### src/rtl/register_file_if.sv
// rtl/register_file_if.sv - write port and dual read port bundle for register_file
interface register_file_if #(
  parameter int WIDTH  = 8,
  parameter int ADDR_W = 3
);
  logic              we;
  logic [ADDR_W-1:0] waddr;
  logic [WIDTH-1:0]  wdata;
  logic              re_a;
  logic [ADDR_W-1:0] raddr_a;
  logic [WIDTH-1:0]  rdata_a;
  logic              rvalid_a;
  logic              re_b;
  logic [ADDR_W-1:0] raddr_b;
  logic [WIDTH-1:0]  rdata_b;
  logic              rvalid_b;

  modport master (
    output we, waddr, wdata, re_a, raddr_a, re_b, raddr_b,
    input  rdata_a, rvalid_a, rdata_b, rvalid_b
  );

  modport slave (
    input  we, waddr, wdata, re_a, raddr_a, re_b, raddr_b,
    output rdata_a, rvalid_a, rdata_b, rvalid_b
  );
endinterface

### src/rtl/register_file.sv
// rtl/register_file.sv - 1W/2R register file with registered reads and write-first bypass
module register_file #(
  parameter int WIDTH   = 8,
  parameter int ADDR_W  = 3,
  parameter int ZERO_R0 = 1
) (
  input logic               clk,
  input logic               rst_n,
  register_file_if.slave    bus
);
  localparam int NREGS = 1 << ADDR_W;

  logic [WIDTH-1:0] mem [NREGS];
  logic             write_ok;
  logic [WIDTH-1:0] next_a;
  logic [WIDTH-1:0] next_b;

  // Same-cycle write to the read address is forwarded; r0 (when hardwired) wins over the bypass.
  always_comb begin
    write_ok = bus.we && !((ZERO_R0 != 0) && (bus.waddr == '0));
    next_a   = mem[bus.raddr_a];
    next_b   = mem[bus.raddr_b];
    if (write_ok && (bus.waddr == bus.raddr_a)) next_a = bus.wdata;
    if (write_ok && (bus.waddr == bus.raddr_b)) next_b = bus.wdata;
    if ((ZERO_R0 != 0) && (bus.raddr_a == '0)) next_a = '0;
    if ((ZERO_R0 != 0) && (bus.raddr_b == '0)) next_b = '0;
  end

  always_ff @(posedge clk or negedge rst_n) begin
    if (!rst_n) begin
      for (int i = 0; i < NREGS; i++) mem[i] <= '0;
    end else if (write_ok) begin
      mem[bus.waddr] <= bus.wdata;
    end
  end

  always_ff @(posedge clk or negedge rst_n) begin
    if (!rst_n) begin
      bus.rdata_a  <= '0;
      bus.rvalid_a <= 1'b0;
      bus.rdata_b  <= '0;
      bus.rvalid_b <= 1'b0;
    end else begin
      bus.rvalid_a <= bus.re_a;
      bus.rvalid_b <= bus.re_b;
      if (bus.re_a) bus.rdata_a <= next_a;
      if (bus.re_b) bus.rdata_b <= next_b;
    end
  end
endmodule

### src/flat_wrapper.sv
// flat-port wrapper written by rule: the top's interface ports become plain ports
module register_file_flat 
#(
  parameter int WIDTH   = 8,
  parameter int ADDR_W  = 3,
  parameter int ZERO_R0 = 1
)
  (clk, rst_n, bus_we, bus_waddr, bus_wdata, bus_re_a, bus_raddr_a, bus_re_b, bus_raddr_b, bus_rdata_a, bus_rvalid_a, bus_rdata_b, bus_rvalid_b);
  register_file_if #(.WIDTH(WIDTH), .ADDR_W(ADDR_W)) bus_i ();
  input logic clk;
  input logic rst_n;
  input wire logic [$bits(bus_i.we)-1:0] bus_we;
  input wire logic [$bits(bus_i.waddr)-1:0] bus_waddr;
  input wire logic [$bits(bus_i.wdata)-1:0] bus_wdata;
  input wire logic [$bits(bus_i.re_a)-1:0] bus_re_a;
  input wire logic [$bits(bus_i.raddr_a)-1:0] bus_raddr_a;
  input wire logic [$bits(bus_i.re_b)-1:0] bus_re_b;
  input wire logic [$bits(bus_i.raddr_b)-1:0] bus_raddr_b;
  output wire logic [$bits(bus_i.rdata_a)-1:0] bus_rdata_a;
  output wire logic [$bits(bus_i.rvalid_a)-1:0] bus_rvalid_a;
  output wire logic [$bits(bus_i.rdata_b)-1:0] bus_rdata_b;
  output wire logic [$bits(bus_i.rvalid_b)-1:0] bus_rvalid_b;
  assign bus_i.we = bus_we;
  assign bus_i.waddr = bus_waddr;
  assign bus_i.wdata = bus_wdata;
  assign bus_i.re_a = bus_re_a;
  assign bus_i.raddr_a = bus_raddr_a;
  assign bus_i.re_b = bus_re_b;
  assign bus_i.raddr_b = bus_raddr_b;
  assign bus_rdata_a = bus_i.rdata_a;
  assign bus_rvalid_a = bus_i.rvalid_a;
  assign bus_rdata_b = bus_i.rdata_b;
  assign bus_rvalid_b = bus_i.rvalid_b;
  register_file #(.WIDTH(WIDTH), .ADDR_W(ADDR_W), .ZERO_R0(ZERO_R0)) u_core (.clk(clk), .rst_n(rst_n), .bus(bus_i));
endmodule
### config.mk
export PLATFORM = sky130hd
export DESIGN_NAME = register_file_flat
export DESIGN_NICKNAME = d
export VERILOG_FILES = /design/src/rtl/register_file_if.sv /design/src/rtl/register_file.sv /design/src/flat_wrapper.sv
export SDC_FILE = /design/constraint.sdc
export NUM_CORES = 1
export LEC_CHECK = 0
export CAP_MARGIN = 40
export CORE_UTILIZATION = 24
export CTS_CLUSTER_DIAMETER = 200
export DETAILED_ROUTE_END_ITERATION = 7
export DONT_BUFFER_PORTS = 1
export SYNTH_ARGS = -nofsm -noshare
export SYNTH_HDL_FRONTEND = slang
export SYNTH_SLANG_ARGS = --single-unit
### constraint.sdc
create_clock -name clk -period 4.2 [get_ports clk]
set_input_delay 0.21 -clock clk [delete_from_list [all_inputs] [get_ports clk]]
set_output_delay 0.21 -clock clk [all_outputs]
set_load 0.02 [all_outputs]
==> flow_metrics.env, run 1 <==
export IMPL_min_path_cells=1
export IMPL_reg2reg_slack_ps=2580
export IMPL_synth_compound_area_share=0.04404
export IMPL_setup_violations=0
export IMPL_clock_latency_ps=330
export IMPL_num_antenna_cells=0
export IMPL_crit_start="u_core.mem[55]"
export IMPL_area_growth_pct=11.93
export IMPL_core_area_um2=17360
export IMPL_routed_wl_um=10920
export IMPL_crit_buf_inv=0
export IMPL_powerDensity_nw_per_um2=462.4
export IMPL_tns_ps=0
export IMPL_htree_levels=3
export IMPL_grt_pass1_wl_um=16840
export IMPL_synthSimpleGateAreaFrac=0.04579
export IMPL_critPathLaunchType="flop"
export IMPL_vias_per_cell=5.016
export IMPL_drtIter0Drc=131
export IMPL_syn_area_um2=4290
export IMPL_synth_top_area_cell="dfrtp_1"
export IMPL_synth_area_top_cells="dfrtp_1 (48%), mux2_2 (18%), mux4_1 (15%), mux4_2 (4.2%), a221o_1 (3.3%)"
export IMPL_ys_flop_type="dfrtp_1"
export IMPL_max_cap_violations=0
export IMPL_numClockSinks=82
export IMPL_max_slew_margin=0.5009
export IMPL_clock_skew_ps=5.616
export IMPL_ys_async_sr_fraction=1.000
export IMPL_r2r_end="u_core.bus.rdata_a[7]"
export IMPL_synthMuxAreaShare=0.3820
export IMPL_grt_max_degree=83
export IMPL_hold_slack_ps=18.81
export IMPL_place_ws_ps=2589
export IMPL_dpl_hpwl_um=7167
export IMPL_cts_tree="built"
export IMPL_yosysMostFrequentCell="dfrtp_1"
export IMPL_root_buffer="clkbuf_16"
export IMPL_synthesis_instances=270
export IMPL_vias=2488
export IMPL_setup_worst_path_class="reg -> reg"
export IMPL_grt_overflow_total=0
export IMPL_ioPinCount=40
export IMPL_status="finished clean"
export IMPL_synth_fa_ha_area_frac=0
export IMPL_r2r_start="u_core.mem[55]"
export IMPL_final_util=0.2767
export IMPL_fin_crit_sh=0.3853
export IMPL_worstSetupEndpointType="flop"
export IMPL_required_ps=4420
export IMPL_p_leak_uw=0.001979
export IMPL_crit_chain="mux4_1 > mux2_2 > a221o_1"
export IMPL_min_period_ps=1618
export IMPL_worstPathMaxFanout=3
export IMPL_critPathCapture="u_core.bus.rdata_a[7]"
export IMPL_grt_pass1_vias=2700
export IMPL_path_delay_family="multiplexers"
export IMPL_setup_slack_ps=2582
export IMPL_post_cts_resized=0
export IMPL_antenna_found_initial=0
export IMPL_synth_cell_types=25
export IMPL_die_width_um=135.7
export IMPL_fill_cells=1728
export IMPL_drc=0
export IMPL_reg2reg_depth=3
export IMPL_ys_seq_area_frac=0.4783
export IMPL_wire_per_inst_um=22.01
export IMPL_cts_made_buffers=9
export IMPL_finalMaxSlewViolations=0
export IMPL_peakVddDrop_mv=0.1637
export IMPL_arrival_ps=1830
export IMPL_hold_class="in -> reg"
export IMPL_yosysWarnings=0
export IMPL_clkTransAtPathRegs_ps=60
export IMPL_cts_buffer_depth=2
export IMPL_synth_seq_cells=82
export IMPL_track_usage=0.1275
export IMPL_ant_nets=0
export IMPL_cp_slowest_cell="mux4_1"
export IMPL_io_buffer_count=0
export IMPL_synth_xor_area_frac=0.01225
export IMPL_avgSynthCellArea_um2=15.89
export IMPL_final_hold_viol_count=0
export IMPL_synth_top_area_frac=0.4783
export IMPL_initial_utilization=0.2472
export IMPL_worstSetupPathDepth=3
export IMPL_worst_pin_slew_ps=744.7
export IMPL_drive_gt1_frac=0.3764
export IMPL_rsz0062_at_grt="no"
export IMPL_row_count=48
export IMPL_syn_num_nets=292
export IMPL_synth_top_family_by_area="multiplexers"
export IMPL_max_stage_delay_ps=540
export IMPL_synth_edf_count=0
export IMPL_drt_pass1_iterations=4
export IMPL_dieArea_um2=18420
export IMPL_gp_congestion=0.7370
export IMPL_dieHeight_um=135.7
export IMPL_nets=288
export IMPL_synth_commonest_cells="dfrtp_1 (82), mux2_2 (70), mux4_1 (24), a221o_1 (14)"
export IMPL_fmax_mhz=618.0
how the worst min path moves through the flow:
| stage | startpoint | end | slack (ps) |
|---|---|---|---|
| 2_1_floorplan | rst_n | u_core.bus.rdata_a[0] | -90 |
| 3_5_place_dp | rst_n | u_core.mem[57] | -80 |
| 5_1_grt | bus_wdata[2] | u_core.bus.rdata_b[2] | 5 |
| 4_1_cts | bus_wdata[7] | u_core.bus.rdata_b[7] | 5 |
| 3_3_place_gp | rst_n | u_core.mem[36] | -80 |
| 6_report | bus_wdata[5] | u_core.bus.rdata_b[5] | 20 |
state kept, by name, summed over array words and instances, names as in the netlist:
name and flops:
u_core.mem 64, u_core.bus.rdata_b 8, u_core.bus.rvalid_b 1, u_core.bus.rdata_a 8
u_core.bus.rvalid_a 1
power by group:
group / switching (µW) / total [µW] / internal, µW
Combinational: 119 / 390 / 271
Sequential: 163 / 1110 / 947
Clock: 309 / 722 / 413
Total: 590 / 2220 / 1630
placed cells by master, fill, tap and decap left out, drive strengths merged, types with 3 or more instances in the layout:
master	instances
buf	6
nor3	5
mux4	32
o31ai	3
nor2b	12
dlygate4sd3	3
clkbuf	11
mux2	70
a221o	14
clkinv	3
mux2i	4
nand4b	3
xnor2	6
dfrtp	82
per-layer routing:
layer | global-route usage | up-vias | wire, µm
li1 | - | 1071 | -
met1 | 0.1547 | 1321 | 4651
met2 | 0.2120 | 77 | 5330
met3 | 0.03966 | 19 | 706
met4 | 0.04494 | 0 | 231
met5 | 0 | - | 0
final cells by class:
cell class	instances	area, µm²	area share
Multi-Input combinational cell	162	2090	0.4351
Sequential cell	82	2052	0.4273
Tap cell	225	281.5	0.05862
Clock buffer	11	242.7	0.05055
Timing Repair Buffer	9	98.84	0.02058
Clock inverter	5	30.03	0.006253
Inverter	2	7.507	0.001563
through the flow:
stage | power, µW | area (µm²) | instances
6_report | 2221 | 4802 | 496
5_1_grt | 2340 | 4802 | 496
2_1_floorplan | 1418 | 4290 | 270
4_1_cts | 2254 | 4802 | 496
3_3_place_gp | 1474 | 4453 | 474
3_5_place_dp | 1497 | 4472 | 476
cell families after synthesis:
logic type      after synthesis
mux                         106
flops                        82
simple gates                 30
buf+inv                      26
compound gates               20
xor+xnor                      6
timing repair:
action,4_1_cts,5_1_grt
setup buffers,0,0
hold buffers,4,0
endpoints found under the hold margin,84,0
No activity file was read; power rests on OpenSTA's default activity.
==> inputs of run 2 (changes only) <==
==> constraint.sdc (replaced) <==
create_clock -name clk -period 1.5 [get_ports clk]
set_input_delay 0.075 -clock clk [delete_from_list [all_inputs] [get_ports clk]]
set_output_delay 0.075 -clock clk [all_outputs]
set_load 0.02 [all_outputs]
==> run 2 against run 1 <==
The run now ends with negative hold slack, negative setup slack left. Hold slack worse by 580 ps. Sequential power grew to 2.8 times the previous value. Combinational power grew to 3.0 times the previous value. Utilization is 0.88 points higher. Register-to-register slack worse by 2700 ps. Wire length is 3.2% higher. Die area stayed put.
==> flow_metrics.env, run 2 (synthesized netlist as in run 1, its figures left out) <==
export IMPL_fin_crit_sh=1.053
export IMPL_htree_levels=3
export IMPL_dieHeight_um=135.7
export IMPL_largest_reg_flops=64
export IMPL_setup_violations=12
export IMPL_hold_class="in -> async"
export IMPL_final_util=0.2855
export IMPL_ioPinCount=40
export IMPL_violations="negative hold slack, negative setup slack"
export IMPL_nets=307
export IMPL_drive_gt1_frac=0.4759
export IMPL_cts_buffer_depth=2
export IMPL_max_stage_delay_ps=480
export IMPL_status="complete, but fails checks"
export IMPL_layout_common_cells="dfrtp_1 (82), mux2_2 (62), mux4_2 (32)"
export IMPL_reg2reg_depth=3
export IMPL_clkTransAtPathRegs_ps=70
export IMPL_drtIter0Drc=214
export IMPL_cts_made_buffers=9
export IMPL_vias=2576
export IMPL_peakVddDrop_mv=0.5407
export IMPL_hold_slack_ps=-563.1
export IMPL_rsz0062_at_grt="yes"
export IMPL_max_slew_margin=0.6665
export IMPL_initial_utilization=0.2472
export IMPL_routed_wl_um=11270
export IMPL_vias_per_cell=4.983
export IMPL_root_buffer="clkbuf_16"
export IMPL_critPathCapture="u_core.bus.rdata_a[0]"
export IMPL_antenna_found_initial=2
export IMPL_drc=0
export IMPL_hold_buffers=10
export IMPL_final_hold_viol_count=82
export IMPL_critPathLaunchType="flop"
export IMPL_worstSetupEndpointType="flop"
export IMPL_grt_max_degree=83
export IMPL_arrival_ps=1810
export IMPL_track_usage=0.1305
export IMPL_dieArea_um2=18420
export IMPL_worst_pin_slew_ps=496.0
export IMPL_reg2reg_slack_ps=-80
export IMPL_fmax_mhz=632.9
export IMPL_die_width_um=135.7
export IMPL_largest_register="u_core.mem"
export IMPL_grt_pass1_wl_um=17220
export IMPL_final_common_cell="dfrtp_1"
export IMPL_setup_slack_ps=-80.09
export IMPL_drt_pass1_iterations=4
export IMPL_place_ws_ps=-97.85
export IMPL_grt_pass1_vias=2680
export IMPL_finalMaxSlewViolations=0
export IMPL_crit_buf_inv=0
export IMPL_setup_worst_path_class="reg -> reg"
export IMPL_design_area_um2=4955
export IMPL_path_delay_family="multiplexers"
export IMPL_numClockSinks=82
export IMPL_powerDensity_nw_per_um2=1381
export IMPL_grt_overflow_total=0
export IMPL_dpl_hpwl_um=7083
export IMPL_area_growth_pct=15.49
export IMPL_required_ps=1730
export IMPL_worstPathMaxFanout=3
export IMPL_cp_slowest_cell="mux4_2"
export IMPL_placedCellCount=486
export IMPL_io_buffer_count=0
export IMPL_core_area_um2=17360
export IMPL_max_cap_violations=0
export IMPL_cts_tree="built"
export IMPL_r2r_start="u_core.mem[8]"
export IMPL_placed_cell_area_um2=4543
export IMPL_clock_latency_ps=340
export IMPL_crit_chain="mux4_2 > mux2_4 > a221o_1"
export IMPL_r2r_end="u_core.bus.rdata_a[0]"
export IMPL_clock_skew_ps=6.369
export IMPL_row_count=48
export IMPL_reg_top3="u_core.mem x64, u_core.bus.rdata_a x8, u_core.bus.rdata_b x8"
export IMPL_p_leak_uw=0.001999
export IMPL_layoutNonFillerInstCount=517
export IMPL_crit_start="u_core.mem[8]"
export IMPL_worstSetupPathDepth=3
export IMPL_min_period_ps=1580
export IMPL_ant_nets=0
export IMPL_wire_per_inst_um=21.79
export IMPL_gp_congestion=0.7142
run 2: cell count changes in the layout (fill, tap and decap cells not counted), sizes merged:
cell / delta
buf: +12
diode: +2
bufinv: +3
clkbuf: -1
clkinv: -1
dlygate4sd3: +7
clkinvlp: -1
run 2: what timing repair did:
item                       in CTS  in global routing
setup endpoints to repair      15                 16
gates resized for setup        28                  4
pin swaps                       0                  1
setup buffers                   1                  2
hold endpoints to repair      156                 82
run 2: how the worst min path moves through the flow:
stage,cells after the start,end,from
floorplan,0,u_core.bus.rdata_a[0],rst_n
global placement,0,u_core.mem[52],rst_n
detailed placement,0,u_core.mem[52],rst_n
CTS,0,u_core.mem[52],rst_n
global route,0,u_core.bus.rdata_b[2],rst_n
finish,0,u_core.mem[52],rst_n
run 2: stage by stage:
step,setup TNS (ps),power [µW]
after floorplan,0,3972
after global placement,-532.9,4115
after detailed placement,-902.6,4186
after CTS,-568.2,6884
after global routing,-1195,7128
final,-597.8,6844
run 2: metal layers:
layer  share of wire  up-vias  wire [µm]  GRT usage
met5               0        -          0          0
met4           0.015        0        169    0.05056
met3           0.061       15        684    0.03479
met2            0.49       79       5566     0.2134
met1            0.43     1400       4847     0.1632
li1                -     1082          -          -
run 2: report_power, final:
part           internal, µW  switching, µW  total [µW]
clock                  1630            919        2550
combinational           832            337        1170
sequential             2650            472        3120
run 2: layout make-up:
cell class                 count  area (µm²)
sequential                    82        2052
clock buffer                  10       229.0
timing repair buffer          28       235.2
antenna                        2       5.005
fill                        1710       12400
inverter                       2       7.507
clock inverter                 6       115.1
multi-input combinational    162        2029
tap                          225       281.5
